## src/rtl/min_scan_ctrl.sv

```systemverilog
// Frame-minimum scanner: loads a 16-beat frame, scans it one element per cycle,
// and presents the smallest, second-smallest and lowest index of the smallest.
//
// state  | meaning
// S_LOAD | accepting beats into element registers
// S_SCAN | walking elements 0..15, tracking running minima
// S_DONE | result valid, waiting for out_ready
module min_scan_ctrl #(
  parameter int N_ELEM = 16,
  parameter int DATA_W = 4
) (
  input  logic              clk,
  input  logic              rst_n,
  input  logic              flush,
  input  logic              in_valid,
  output logic              in_ready,
  input  logic [DATA_W-1:0] in_data,
  output logic              out_valid,
  input  logic              out_ready,
  output logic [DATA_W-1:0] min1,
  output logic [DATA_W-1:0] min2,
  output logic [3:0]        index_min1,
  output logic              busy
);

  localparam logic [3:0] LAST_IDX = 4'(N_ELEM - 1);

  typedef enum logic [1:0] {
    S_LOAD = 2'd0,
    S_SCAN = 2'd1,
    S_DONE = 2'd2
  } state_t;

  state_t            state_q, state_d;
  logic [3:0]        cnt_q, cnt_d;
  logic [DATA_W-1:0] elem_q [N_ELEM];
  logic [DATA_W-1:0] m1_q, m1_d;
  logic [DATA_W-1:0] m2_q, m2_d;
  logic [3:0]        idx_q, idx_d;
  logic [DATA_W-1:0] min1_q, min1_d;
  logic [DATA_W-1:0] min2_q, min2_d;
  logic [3:0]        imin_q, imin_d;
  logic [DATA_W-1:0] cur_v;
  logic              accept;

  assign accept = (state_q == S_LOAD) && in_valid && !flush;
  assign cur_v  = elem_q[cnt_q];

  always_comb begin
    state_d = state_q;
    cnt_d   = cnt_q;
    m1_d    = m1_q;
    m2_d    = m2_q;
    idx_d   = idx_q;
    min1_d  = min1_q;
    min2_d  = min2_q;
    imin_d  = imin_q;
    case (state_q)
      S_LOAD: begin
        if (accept) begin
          cnt_d = cnt_q + 4'd1;
          if (cnt_q == LAST_IDX) begin
            state_d = S_SCAN;
            cnt_d   = '0;
            m1_d    = '1;
            m2_d    = '1;
            idx_d   = '0;
          end
        end
      end
      S_SCAN: begin
        // strict less-than keeps the earliest index on ties and lets m2 equal m1
        if (cur_v < m1_q) begin
          m2_d  = m1_q;
          m1_d  = cur_v;
          idx_d = cnt_q;
        end else if (cur_v < m2_q) begin
          m2_d = cur_v;
        end
        cnt_d = cnt_q + 4'd1;
        if (cnt_q == LAST_IDX) begin
          state_d = S_DONE;
          cnt_d   = '0;
          min1_d  = m1_d;
          min2_d  = m2_d;
          imin_d  = idx_d;
        end
      end
      S_DONE: begin
        if (out_ready) state_d = S_LOAD;
      end
      default: state_d = S_LOAD;
    endcase
    // abort wins over everything, including a scan finishing on this edge
    if (flush) begin
      state_d = S_LOAD;
      cnt_d   = '0;
      min1_d  = min1_q;
      min2_d  = min2_q;
      imin_d  = imin_q;
    end
  end

  always_ff @(posedge clk) begin
    if (!rst_n) begin
      state_q <= S_LOAD;
      cnt_q   <= '0;
      m1_q    <= '0;
      m2_q    <= '0;
      idx_q   <= '0;
      min1_q  <= '0;
      min2_q  <= '0;
      imin_q  <= '0;
      for (int k = 0; k < N_ELEM; k++) elem_q[k] <= '0;
    end else begin
      state_q <= state_d;
      cnt_q   <= cnt_d;
      m1_q    <= m1_d;
      m2_q    <= m2_d;
      idx_q   <= idx_d;
      min1_q  <= min1_d;
      min2_q  <= min2_d;
      imin_q  <= imin_d;
      if (accept) elem_q[cnt_q] <= in_data;
    end
  end

  assign in_ready   = (state_q == S_LOAD);
  assign busy       = (state_q == S_SCAN);
  assign out_valid  = (state_q == S_DONE);
  assign min1       = min1_q;
  assign min2       = min2_q;
  assign index_min1 = imin_q;

endmodule

```

## config.mk

```make
export PLATFORM = sky130hd
export DESIGN_NAME = min_scan_ctrl
export DESIGN_NICKNAME = d
export VERILOG_FILES = /design/src/rtl/min_scan_ctrl.sv
export SDC_FILE = /design/constraint.sdc
export NUM_CORES = 1
export LEC_CHECK = 0
export BUFFER_PORTS_ARGS = -buffer_cell sky130_fd_sc_hd__buf_4
export CAP_MARGIN = 25
export CORE_MARGIN = 8
export CORE_UTILIZATION = 55
export CTS_CLUSTER_DIAMETER = 40
export DETAILED_ROUTE_END_ITERATION = 6
export PLACE_DENSITY = 0.73
export SYNTH_ARGS = -nofsm -noshare
export SYNTH_HDL_FRONTEND = slang
export SYNTH_SLANG_ARGS = --single-unit
```

## constraint.sdc

```tcl
create_clock -name clk -period 4.48 [get_ports clk]
set_input_delay 0.672 -clock clk [delete_from_list [all_inputs] [get_ports clk]]
set_output_delay 0.672 -clock clk [all_outputs]
set_load 0.05 [all_outputs]
```

# == Word-level counts from Yosys, hierarchy flattened ==
# Memories as Yosys holds them, arrays and structs flattened. A register that Yosys moved wholly into a read port is not among the register bits.
# Cells that the tools add are included.
# word_totals
ff_bits,30
ramBits,64
out_inout_bits,15
mem_count,1
# mem_list
memory,words,word_bits,rd,rd_clocked_by_memory_dff,wr,line_no,source
elem_q,16,4,1,1,16,36,logic [DATA_W-1:0] elem_q [N_ELEM];
# op_classes
n_addsub,1
n_lt_le_gt_ge,2
n_eq_ne,7
muxes,28
bitwise_logic,2
n_reduce_logical,11
# ops
cell,n
$mux 4,14
$pmux 4 s2,4
$lt 4x4->1,2
$mux 2,4
$ne 2x1->1 const B,4
$pmux 2 s3,1
$reduce_and 3->1,2
$mux 1,5
$add 4x1->4 const B,1
$eq 4x4->1 const B,1
$reduce_and 4->1,1
$reduce_or 4->1,1
$eq 2x1->1 const B,1
$eq 2x2->1 const B,1
$logic_and 1x1->1,2
$logic_not 2->1,1
$not 1->1,2
$reduce_and 2->1,1
$reduce_bool 2->1,1
$reduce_or 2->1,1
$logic_not 1->1,1

# == Logic depth before layout (Yosys ltp) ==
# Gate-level depths: netlist of the first run.
# logic_depth
word_depth,8
mapped_depth,14
depth_no_buf,10

# == Worst setup path before layout of the first run ==
# Ideal clock, no wire load.
# synth_path
kind,register to register
start,register with a tool-made name
end,register m1_q[0]
setup_ps,116
t_arrival_ps,3110
t_required_ps,4364
slack_ps,1254
path_stages_with_launch,14
n_path_buf,4
period_less_slack_ps,3226
cell_sequence,dfxtp_1 -> buf_6 -> buf_4 -> mux4_2 -> mux4_2 -> ha_1 -> o21ai_0 -> nand2b_1 -> a21oi_1 -> a21o_1 -> buf_6 -> buf_8 -> nand3_1 -> o211a_1
# synth_lines
item,line_no,source
"end signal, assigned",118,m1_q <= m1_d;
"end, declared",37,"logic [DATA_W-1:0] m1_q, m1_d;"

==> results.rst, run 1 <==
.. list-table::
   :header-rows: 1

   * - Metric
     - Value
   * - Highest clock rate
     - 272 MHz
   * - Number of hold violations in the final report
     - 0
   * - Number of H-tree levels
     - 3
   * - Number of top-level pins
     - 24
   * - Total negative slack for setup checks
     - 0 ns
   * - Per-instance average area after synthesis
     - 11.8 µm²
   * - TritonCTS clock tree
     - built
   * - Relative contribution of combinational cells to total power
     - 0.060
   * - Area of the die
     - 0.0118 mm²
   * - Number of hold buffers added after cts
     - 0
   * - Post-CTS Setup Repair Bufs
     - 0
   * - Power per cell area
     - 333 mW/mm²
   * - Maximum number of pins on one net before global-route repair
     - 47
   * - Count of flip-flops with a built-in enable after synthesis
     - 64
   * - Max-slew violation count
     - 0
   * - Crit. End Element
     - flip-flop
   * - Die X-Extent
     - 109 µm
   * - Wire length of the first global-routing pass
     - 16.4 mm
   * - Number of standard cells in the final layout excluding fillers
     - 528
   * - Proportion of total power due to net switching
     - 0.224
   * - Status
     - finished clean
   * - Number of CTS-inserted buffers
     - 9
   * - Post-DR wirelength/cell
     - 19.2 µm
   * - Register clock-pin slew on the reported worst setup and hold paths
     - 0.09 ns
   * - Distinct cell type count of the synthesized netlist
     - 47
   * - Worst setup path class
     - flip-flop to flip-flop
   * - GRT busiest layer
     - met2
   * - Clock Path Buffers
     - 2
   * - Final HPWL DP
     - 7.31 mm
   * - Area added between synthesis and finish
     - 8.96%
   * - Die Span Y
     - 109 µm
   * - Share of post-route cells with drive strength above 1
     - 0.152
   * - Post-synthesis net count
     - 421
   * - Number of standard cells after synthesis
     - 402
   * - Share of the clock period used by the worst path
     - 0.822
   * - Largest fanout on the critical path
     - 18
   * - Max-cap violation count
     - 0
   * - Int Pwr
     - 1330 µW
   * - CP startpoint kind
     - flip-flop
   * - Number of filler instances in the final layout
     - 696
   * - Static leakage power
     - 0.00186 µW
   * - Number of warnings reported in the yosys synthesis log
     - 0
   * - Overall global routing resource usage
     - 0.183
   * - Number of antenna violations at the first check in global routing
     - 0
   * - Arrival time of the worst setup path
     - 3.94 ns
   * - Slew headroom
     - 0.453
   * - Per-cell via count in the routed design
     - 5.90
   * - Top flip-flop cell by instance count after synthesis
     - sky130_fd_sc_hd__edfxtp_1
   * - Worst setup skew after layout
     - 0.0117 ns
   * - Tmin final
     - 3.68 ns
   * - Number of synthesized register bits
     - 98
   * - Placement row count
     - 34
   * - GRT met3 Usage
     - 0.0390
   * - Drc violations
     - 0
   * - Grt total ovfl
     - 0
   * - GPL Wtd Cong
     - 0.864
   * - Clock sink count
     - 98
   * - Largest vdd supply drop
     - 176 µV
   * - Number of DRC markers after the initial detailed-route iteration
     - 242
   * - Required time of the critical path
     - 4.74 ns
   * - Most frequent cells in the layout
     - sky130_fd_sc_hd__and2_1, sky130_fd_sc_hd__edfxtp_1, sky130_fd_sc_hd__dfxtp_1, sky130_fd_sc_hd__o21ai_0, sky130_fd_sc_hd__nor2_1
   * - Clock power share
     - 0.363
   * - Ant. Diodes
     - 0
   * - IO Port Bufs
     - 23
   * - Fraction of met1 tracks used by global routing
     - 0.241
   * - Net switching component of the power
     - 385 µW
   * - Vias
     - 3,116
   * - Cell count after placement
     - 513
   * - Vias in the first global route
     - 3,018
   * - Number of nets in the finished design
     - 435
   * - Total wirelength of the detailed-routed design
     - 10.1 mm
   * - Setup repair after global routing missed its margin
     - false
   * - Drt pass-1 iters
     - 4
   * - Met2 track demand over resource
     - 0.293
   * - Insertion delay to the later sink of the worst-skew pair
     - 0.36 ns
   * - Hold/Removal Path Class
     - flip-flop to flip-flop
   * - Count of antenna-violating nets left after detailed routing
     - 0
   * - Area of the mapped netlist
     - 0.00474 mm²
   * - Sequential area share after synthesis
     - 0.550
   * - Root Driver
     - sky130_fd_sc_hd__clkbuf_8
   * - Floorplan core area
     - 0.00855 mm²
   * - Synth async-reset ratio
     - 0
   * - Setup violators final
     - 0
   * - Sequential power share
     - 0.577
   * - Initial Util
     - 0.554
   * - Worst Max-Slew Pin Slew
     - 0.812 ns
   * - Number of gates resized after CTS
     - 0
-- logic make-up after synthesis --
family | after synthesis | share of synthesized area
and+or+nand+nor | 158 | 0.182
DFF | 98 | 0.550
AOI/OAI and AO/OA | 72 | 0.0964
buffers and inverters | 33 | 0.0333
muxes | 30 | 0.111
adders and majority gates | 10 | 0.0264
xor gates and xnor gates | 1 | 0.00185
-- per-stage QoR --
step | hold slack [ns] | power (µW) | setup WS, ns | utilization | area (µm²)
floorplan | 0.449 | 1080 | 1.25 | - | 4740
global placement | 0.450 | 1110 | 0.956 | 0.579 | 4950
detailed placement | 0.459 | 1110 | 0.827 | 0.579 | 4950
CTS | 0.470 | 1720 | 0.826 | 0.603 | 5160
global route | 0.502 | 1780 | 0.548 | 0.603 | 5160
finish | 0.463 | 1720 | 0.800 | 0.603 | 5160
-- path summary, 6_finish.rpt --
| kind | from | to | slack (ns) | cells after the start |
|---|---|---|---|---|
| setup / recovery | flip-flop | m1_q[1] | 0.80 | 10 |
| hold / removal | min1[3] | min1[3] | 0.46 | 2 |
| setup reg to reg | flip-flop | m1_q[1] | 0.80 | 10 |
| hold reg to reg | min1[3] | min1[3] | 0.46 | 2 |
-- cell usage after synthesis, types with 2 or more instances --
| master | number | area share |
|---|---|---|
| sky130_fd_sc_hd__a21boi_0 | 6 | 0.0095 |
| sky130_fd_sc_hd__a21oi_1 | 13 | 0.014 |
| sky130_fd_sc_hd__a22oi_1 | 2 | 0.0032 |
| sky130_fd_sc_hd__a31o_2 | 2 | 0.0037 |
| sky130_fd_sc_hd__a31oi_1 | 7 | 0.0092 |
| sky130_fd_sc_hd__and2_1 | 64 | 0.085 |
| sky130_fd_sc_hd__and3_1 | 4 | 0.0053 |
| sky130_fd_sc_hd__buf_1 | 2 | 0.0016 |
| sky130_fd_sc_hd__buf_2 | 3 | 0.0032 |
| sky130_fd_sc_hd__buf_6 | 2 | 0.0048 |
| sky130_fd_sc_hd__clkbuf_1 | 13 | 0.010 |
| sky130_fd_sc_hd__dfxtp_1 | 34 | 0.14 |
| sky130_fd_sc_hd__edfxtp_1 | 64 | 0.41 |
| sky130_fd_sc_hd__ha_1 | 10 | 0.026 |
| sky130_fd_sc_hd__inv_1 | 11 | 0.0087 |
| sky130_fd_sc_hd__mux2i_1 | 12 | 0.025 |
| sky130_fd_sc_hd__mux4_1 | 2 | 0.011 |
| sky130_fd_sc_hd__mux4_2 | 15 | 0.071 |
| sky130_fd_sc_hd__nand2_1 | 20 | 0.016 |
| sky130_fd_sc_hd__nand2b_1 | 12 | 0.016 |
| sky130_fd_sc_hd__nand3_1 | 12 | 0.013 |
| sky130_fd_sc_hd__nand4_1 | 2 | 0.0026 |
| sky130_fd_sc_hd__nor2_1 | 27 | 0.021 |
| sky130_fd_sc_hd__nor2b_1 | 4 | 0.0053 |
| sky130_fd_sc_hd__nor3_1 | 6 | 0.0063 |
| sky130_fd_sc_hd__o21ai_0 | 29 | 0.031 |
| sky130_fd_sc_hd__o221a_2 | 3 | 0.0071 |
| sky130_fd_sc_hd__o221ai_1 | 2 | 0.0037 |
-- area by class of cell --
type / instances / area (µm²) / area share
clock buffers: 9 / 124 / 0.0240
clock inverters: 6 / 88.8 / 0.0172
inverters: 11 / 41.3 / 0.00800
multi-input cells: 271 / 1980 / 0.384
flip-flops and latches: 98 / 2600 / 0.504
well taps: 108 / 135 / 0.0262
repair buffers: 25 / 188 / 0.0364
-- metal layers --
layer,routed length (µm),up-vias
met1,4310,1484
met3,735,20
met5,0,-
met4,220,0
met2,4870,115
li1,-,1497
-- sequential cells by signal, indices dropped and copies added, names as in the netlist, named ones only --
register,flops
elem_q,64
state_q,2
cnt_q,4
m1_q,4
index_min1,4
min2,4
min1,4
m2_q,4
idx_q,4
-- worst max-delay path, cell delays in order (launching register included) --
cell and delay, ns:
sky130_fd_sc_hd__dfxtp_1 0.32, sky130_fd_sc_hd__buf_4 0.29, sky130_fd_sc_hd__mux4_2 0.55, sky130_fd_sc_hd__mux4_2 0.55, sky130_fd_sc_hd__ha_1 0.30, sky130_fd_sc_hd__o21ai_0 0.15, sky130_fd_sc_hd__nand2b_1 0.07, sky130_fd_sc_hd__a21oi_1 0.45
sky130_fd_sc_hd__a21o_1 0.49, sky130_fd_sc_hd__nand2_1 0.14, sky130_fd_sc_hd__o221a_2 0.27
-- power by group through the flow --
stage	Sequential [µW]	Clock (µW)	Combinational (µW)
global route	992	675	115
CTS	991	626	103
floorplan	1000	0	81.1
global placement	1010	0	101
finish	990	624	103
detailed placement	1010	0	103
Power figures use the tool's default switching activity.
==> run 2, diff against run 1 <==
==> constraint.sdc (replaced) <==
create_clock -name clk -period 3.9 [get_ports clk]
set_input_delay 0.585 -clock clk [delete_from_list [all_inputs] [get_ports clk]]
set_output_delay 0.585 -clock clk [all_outputs]
set_load 0.05 [all_outputs]
==> results.rst, run 2 (synthesis results as in run 1) <==
.. list-table::
   :header-rows: 1

   * - Metric
     - Value
   * - Arrival time of the worst setup path
     - 3.83 ns
   * - Required time of the critical path
     - 4.15 ns
   * - Drt pass-1 iters
     - 5
   * - Max-cap violation count
     - 0
   * - Tmin final
     - 3.58 ns
   * - Die Span Y
     - 109 µm
   * - Post-CTS Setup Repair Bufs
     - 0
   * - Root Driver
     - sky130_fd_sc_hd__clkbuf_8
   * - Wire length of the first global-routing pass
     - 16.0 mm
   * - Max-slew violation count
     - 0
   * - Per-cell via count in the routed design
     - 5.87
   * - Proportion of total power due to net switching
     - 0.229
   * - Share of post-route cells with drive strength above 1
     - 0.158
   * - Worst Max-Slew Pin Slew
     - 0.880 ns
   * - Total negative slack for setup checks
     - 0 ns
   * - Post-DR wirelength/cell
     - 18.9 µm
   * - Area of the die
     - 0.0118 mm²
   * - Largest register by flop count
     - elem_q
   * - TritonCTS clock tree
     - built
   * - Final HPWL DP
     - 7.22 mm
   * - Largest vdd supply drop
     - 235 µV
   * - Number of nets in the finished design
     - 437
   * - Worst setup skew after layout
     - 0.00858 ns
   * - Number of H-tree levels
     - 3
   * - Status
     - finished clean
   * - Grt total ovfl
     - 0
   * - Most frequent cells in the layout
     - sky130_fd_sc_hd__and2_1, sky130_fd_sc_hd__edfxtp_1, sky130_fd_sc_hd__dfxtp_1, sky130_fd_sc_hd__o21ai_0
   * - Crit. End Element
     - flip-flop
   * - Clock sink count
     - 98
   * - Relative contribution of combinational cells to total power
     - 0.065
   * - DP Area
     - 0.00496 mm²
   * - Vias
     - 3,118
   * - Ant. Diodes
     - 0
   * - Hold/Removal Path Class
     - flip-flop to flip-flop
   * - Insertion delay to the later sink of the worst-skew pair
     - 0.36 ns
   * - Largest fanout on the critical path
     - 17
   * - CP startpoint kind
     - flip-flop
   * - Share of the clock period used by the worst path
     - 0.918
   * - Overall global routing resource usage
     - 0.179
   * - Vias in the first global route
     - 3,061
   * - Register clock-pin slew on the reported worst setup and hold paths
     - 0.09 ns
   * - Area added between synthesis and finish
     - 8.85%
   * - Maximum number of pins on one net before global-route repair
     - 47
   * - Number of top-level pins
     - 24
   * - Clock Path Buffers
     - 2
   * - Number of gates resized after CTS
     - 0
   * - Number of DRC markers after the initial detailed-route iteration
     - 185
   * - Static leakage power
     - 0.00186 µW
   * - Drc violations
     - 0
   * - Number of antenna violations at the first check in global routing
     - 0
   * - Sequential power share
     - 0.597
   * - Hold path depth
     - 2
   * - Setup violators final
     - 0
   * - GPL Wtd Cong
     - 0.901
   * - Reg2reg path depth
     - 11
   * - Placement row count
     - 34
   * - IO Port Bufs
     - 23
   * - Worst setup path class
     - flip-flop to flip-flop
   * - Slew headroom
     - 0.407
   * - Hold Path Origin
     - min1[3]
   * - Initial Util
     - 0.554
   * - Number of CTS-inserted buffers
     - 9
   * - Clock power share
     - 0.337
   * - Total wirelength of the detailed-routed design
     - 10.0 mm
   * - Net switching component of the power
     - 436 µW
   * - Highest clock rate
     - 279 MHz
   * - Power per cell area
     - 369 mW/mm²
   * - Setup repair after global routing missed its margin
     - false
   * - Count of antenna-violating nets left after detailed routing
     - 0
   * - Int Pwr
     - 1470 µW
   * - Number of hold buffers added after cts
     - 0
   * - Largest register FFs
     - 64
   * - Die X-Extent
     - 109 µm
   * - Floorplan core area
     - 0.00855 mm²
   * - Number of hold violations in the final report
     - 0
   * - Final standard cell area without fillers
     - 0.00515 mm²
[run 2: cell types whose count changed in the layout (fill, tap and decap cells not counted)]
cell / previous run / this run
sky130_fd_sc_hd__bufinv_16: 2 / 1
sky130_fd_sc_hd__buf_4: 25 / 27
sky130_fd_sc_hd__clkinv_2: 0 / 1
sky130_fd_sc_hd__inv_6: 2 / 1
sky130_fd_sc_hd__clkinv_4: 0 / 1
sky130_fd_sc_hd__clkinvlp_2: 0 / 1
[run 2: final cells by class]
class | instances | area (µm²)
sequential | 98 | 2600
clock inverter | 7 | 68.8
clock buffer | 9 | 124
tap | 108 | 135
inverter | 11 | 41.3
fill | 726 | 3400
timing repair buffer | 27 | 203
multi-input combinational | 271 | 1980
[run 2: power by group through the flow]
stage                     sequential [µW]  clock [µW]  combinational [µW]
after floorplan                      1150           0                93.1
after global placement               1160           0                 120
after detailed placement             1160           0                 123
after CTS                            1140         651                 124
after global routing                 1140         688                 137
final                                1140         642                 124
[run 2: per-stage QoR]
stage / std cells / total power (µW) / worst slack [ns] / hold WS, ns / util
floorplan: 402 / 1250 / 0.674 / 0.449 / -
global placement: 515 / 1280 / 0.350 / 0.448 / 0.580
detailed placement: 515 / 1280 / 0.337 / 0.458 / 0.580
CTS: 531 / 1910 / 0.332 / 0.471 / 0.603
global route: 531 / 1960 / 0.136 / 0.490 / 0.603
finish: 531 / 1900 / 0.320 / 0.461 / 0.603
[run 2: path summary, 6_finish.rpt]
check,to,slack (ns)
max,m1_q[1],0.32
min,min1[3],0.46
max reg2reg,m1_q[1],0.32
min reg2reg,min1[3],0.46
[run 2: critical path: stages, from the launching register on]
cell	delay (ns)
sky130_fd_sc_hd__dfxtp_1	0.32
sky130_fd_sc_hd__buf_4	0.29
sky130_fd_sc_hd__mux4_2	0.55
sky130_fd_sc_hd__mux4_2	0.57
sky130_fd_sc_hd__ha_1	0.31
sky130_fd_sc_hd__o21ai_0	0.06
sky130_fd_sc_hd__nand2b_1	0.07
sky130_fd_sc_hd__a21oi_1	0.08
sky130_fd_sc_hd__buf_4	0.16
sky130_fd_sc_hd__o21ai_0	0.55
sky130_fd_sc_hd__nand2_1	0.19
sky130_fd_sc_hd__o221a_2	0.32
[run 2: layer usage]
metal / global-route usage / routed length, µm
met1: 0.220 / 4260
met2: 0.309 / 5030
met3: 0.0431 / 619
met4: 0.0508 / 119
met5: 0 / 0
==> run 3, diff against run 2 <==
--- a/config.mk
+++ b/config.mk
@@ -5,6 +5,7 @@
 export SDC_FILE = /design/constraint.sdc
 export NUM_CORES = 1
 export LEC_CHECK = 0
+export ABC_AREA = 1
 export BUFFER_PORTS_ARGS = -buffer_cell sky130_fd_sc_hd__buf_4
 export CAP_MARGIN = 25
 export CORE_MARGIN = 8
==> results.rst, run 3 <==
.. list-table::
   :header-rows: 1

   * - Metric
     - Value
   * - Status
     - finished clean
   * - Setup repair after global routing missed its margin
     - false
   * - Ant. Diodes
     - 0
   * - Most common cell after layout, fill and taps aside
     - sky130_fd_sc_hd__nor2_1
   * - Number of antenna violations at the first check in global routing
     - 0
   * - Area added between synthesis and finish
     - 7.57%
   * - Placement row count
     - 34
   * - Share of post-route cells with drive strength above 1
     - 0.0882
   * - Die Span Y
     - 109 µm
   * - Final HPWL DP
     - 7.58 mm
   * - Area of the mapped netlist
     - 0.00479 mm²
   * - Share of the clock period used by the worst path
     - 0.780
   * - Area of the die
     - 0.0120 mm²
   * - CP startpoint kind
     - flip-flop
   * - Total wirelength of the detailed-routed design
     - 10.7 mm
   * - Critical Path Max Stage Delay
     - 0.55 ns
   * - Number of nets in the finished design
     - 615
   * - Reg2reg path depth
     - 12
   * - DP Area
     - 0.00498 mm²
   * - Distinct cell type count of the synthesized netlist
     - 24
   * - Post-DR wirelength/cell
     - 15.1 µm
   * - Max-cap violation count
     - 0
   * - Initial Util
     - 0.558
   * - Grt total ovfl
     - 0
   * - Count of flip-flops with a built-in enable after synthesis
     - 64
   * - Drc violations
     - 0
   * - Required time of the critical path
     - 4.16 ns
   * - Utilization after layout
     - 0.600
   * - Number of hold buffers added after cts
     - 0
   * - Post-synthesis net count
     - 603
   * - Wire length of the first global-routing pass
     - 17.1 mm
   * - Commonest cells in the netlist
     - sky130_fd_sc_hd__nor2_1, sky130_fd_sc_hd__nand2_1, sky130_fd_sc_hd__inv_1
   * - Largest register FFs
     - 64
   * - Top flip-flop cell by instance count after synthesis
     - sky130_fd_sc_hd__edfxtp_1
   * - Smallest hold slack
     - 0.472 ns
   * - Synth async-reset ratio
     - 0
   * - Number of H-tree levels
     - 3
   * - Largest vdd supply drop
     - 235 µV
   * - Worst reg2reg path endpoint
     - m2_q[1]
   * - Area share of the largest cell type after synthesis
     - 0.401
   * - Critical path's top delay family
     - simple AND/OR/NAND/NOR gates
   * - Count of antenna-violating nets left after detailed routing
     - 0
   * - Number of CTS-inserted buffers
     - 9
   * - IO Port Bufs
     - 23
   * - Die X-Extent
     - 109 µm
   * - Largest cells by area after synthesis
     - sky130_fd_sc_hd__edfxtp_1, sky130_fd_sc_hd__dfxtp_1, sky130_fd_sc_hd__nor2_1
   * - Largest fanout on the critical path
     - 24
   * - Floorplan core area
     - 0.00859 mm²
   * - Hold/Removal Path Class
     - flip-flop to flip-flop
   * - Highest clock rate
     - 329 MHz
   * - Cell-by-cell listing of the critical path
     - buf_4, o21ai_0, o211ai_1, nand3_1, nand2_1, ha_1, a21oi_1, nand2_2, nand3_1, nand3_1, nand2_1, inv_1
   * - Arrival time of the worst setup path
     - 3.30 ns
   * - Hold path depth
     - 2
   * - Tmin final
     - 3.04 ns
   * - Overall global routing resource usage
     - 0.185
   * - Number of filler instances in the final layout
     - 803
   * - Vias in the first global route
     - 3,512
   * - Number of synthesized register bits
     - 98
   * - Worst setup skew after layout
     - 0.0105 ns
   * - Clock Path Buffers
     - 2
   * - Setup violators final
     - 0
   * - Number of DRC markers after the initial detailed-route iteration
     - 277
   * - Max-slew violation count
     - 0
   * - Hold Path Origin
     - idx_q[2]
   * - Vias
     - 3,749
   * - Most frequent cells in the layout
     - sky130_fd_sc_hd__nor2_1, sky130_fd_sc_hd__nand2_1, sky130_fd_sc_hd__inv_1, sky130_fd_sc_hd__edfxtp_1, sky130_fd_sc_hd__nand3_1
   * - Slew headroom
     - 0.544
   * - Number of standard cells after synthesis
     - 584
   * - TritonCTS clock tree
     - built
   * - Register clock-pin slew on the reported worst setup and hold paths
     - 0.10 ns
   * - Power per cell area
     - 373 mW/mm²
   * - Number of top-level pins
     - 24
   * - Total negative slack for setup checks
     - 0 ns
   * - Number of warnings reported in the yosys synthesis log
     - 0
   * - Largest register by flop count
     - elem_q
   * - Per-instance average area after synthesis
     - 8.20 µm²
   * - Post-CTS Setup Repair Bufs
     - 0
   * - Top-count cell post-synth
     - sky130_fd_sc_hd__nor2_1
   * - Worst Max-Slew Pin Slew
     - 0.684 ns
   * - Final standard cell area without fillers
     - 0.00515 mm²
   * - Maximum number of pins on one net before global-route repair
     - 32
   * - Number of gates resized after CTS
     - 0
   * - GPL Wtd Cong
     - 0.899
   * - Setup slack of the most critical reg-to-reg path
     - 0.86 ns
   * - Capture endpoint of the worst hold path
     - idx_q[2]
   * - Per-cell via count in the routed design
     - 5.29
   * - Sequential area share after synthesis
     - 0.543
   * - Number of hold violations in the final report
     - 0
   * - Root Driver
     - sky130_fd_sc_hd__clkbuf_8
   * - Number of buffer and inverter stages on the critical path
     - 2
   * - Leading area contributor after synthesis
     - sky130_fd_sc_hd__edfxtp_1
   * - Most prevalent standard cell on the critical path
     - sky130_fd_sc_hd__nand3_1
   * - Drt pass-1 iters
     - 5
   * - Static leakage power
     - 0.00223 µW
   * - Crit. End Element
     - flip-flop
   * - Worst setup path class
     - flip-flop to flip-flop
   * - Critical-path cell with the highest stage delay
     - sky130_fd_sc_hd__dfxtp_1
   * - Clock sink count
     - 98
   * - Insertion delay to the later sink of the worst-skew pair
     - 0.36 ns
-- run 3: layer usage --
metal,GRT usage,vias to the layer above,part of all wire
li1,-,1905,-
met1,0.252,1737,0.47
met2,0.287,92,0.46
met3,0.0346,15,0.048
met4,0.0714,0,0.016
met5,0,-,0
-- run 3: worst max-delay path by stage --
| stage | to | cells past startpoint |
|---|---|---|
| finish | m2_q[1] | 12 |
| global route | m2_q[1] | 12 |
| CTS | min2[0] | 12 |
| detailed placement | min2[0] | 14 |
| global placement | m2_q[0] | 12 |
| floorplan | index_min1[3] | 18 |
-- run 3: power breakdown --
part	internal (µW)	switching, µW
Sequential	1130	10.0
Clock	251	359
Combinational	47.7	127
-- run 3: cell families after synthesis --
kind of cell,Yosys count,share of synthesized area
compound gates,64,0.0757
fa+ha+maj,10,0.0261
buf+inv,100,0.0904
flops,98,0.543
simple gates,312,0.265
-- run 3: metrics by stage --
stage	instances	total power, µW	setup WS, ns
floorplan	584	1290	1.42
global placement	693	1330	1.05
detailed placement	693	1330	0.925
CTS	709	1930	0.921
global route	709	1990	0.576
finish	709	1920	0.859
-- run 3: worst reg2reg max path: cells and delay by family (launching register included) --
family | cells | cell delay [ns]
AND/OR/NAND/NOR | 6 | 0.94
AO/OA/AOI/OAI | 3 | 0.84
flip-flops | 1 | 0.55
buffers and inverters | 2 | 0.35
adder cells (fa/ha/maj) | 1 | 0.26
-- run 3: area by class of cell --
cell class                 count  area (µm²)  area share
timing repair buffer          27         203      0.0393
clock inverter                 6        40.0     0.00777
multi-input combinational    386        1760       0.341
tap                          108         135      0.0262
sequential                    98        2600       0.505
inverter                      74         280      0.0544
clock buffer                  10         138      0.0267
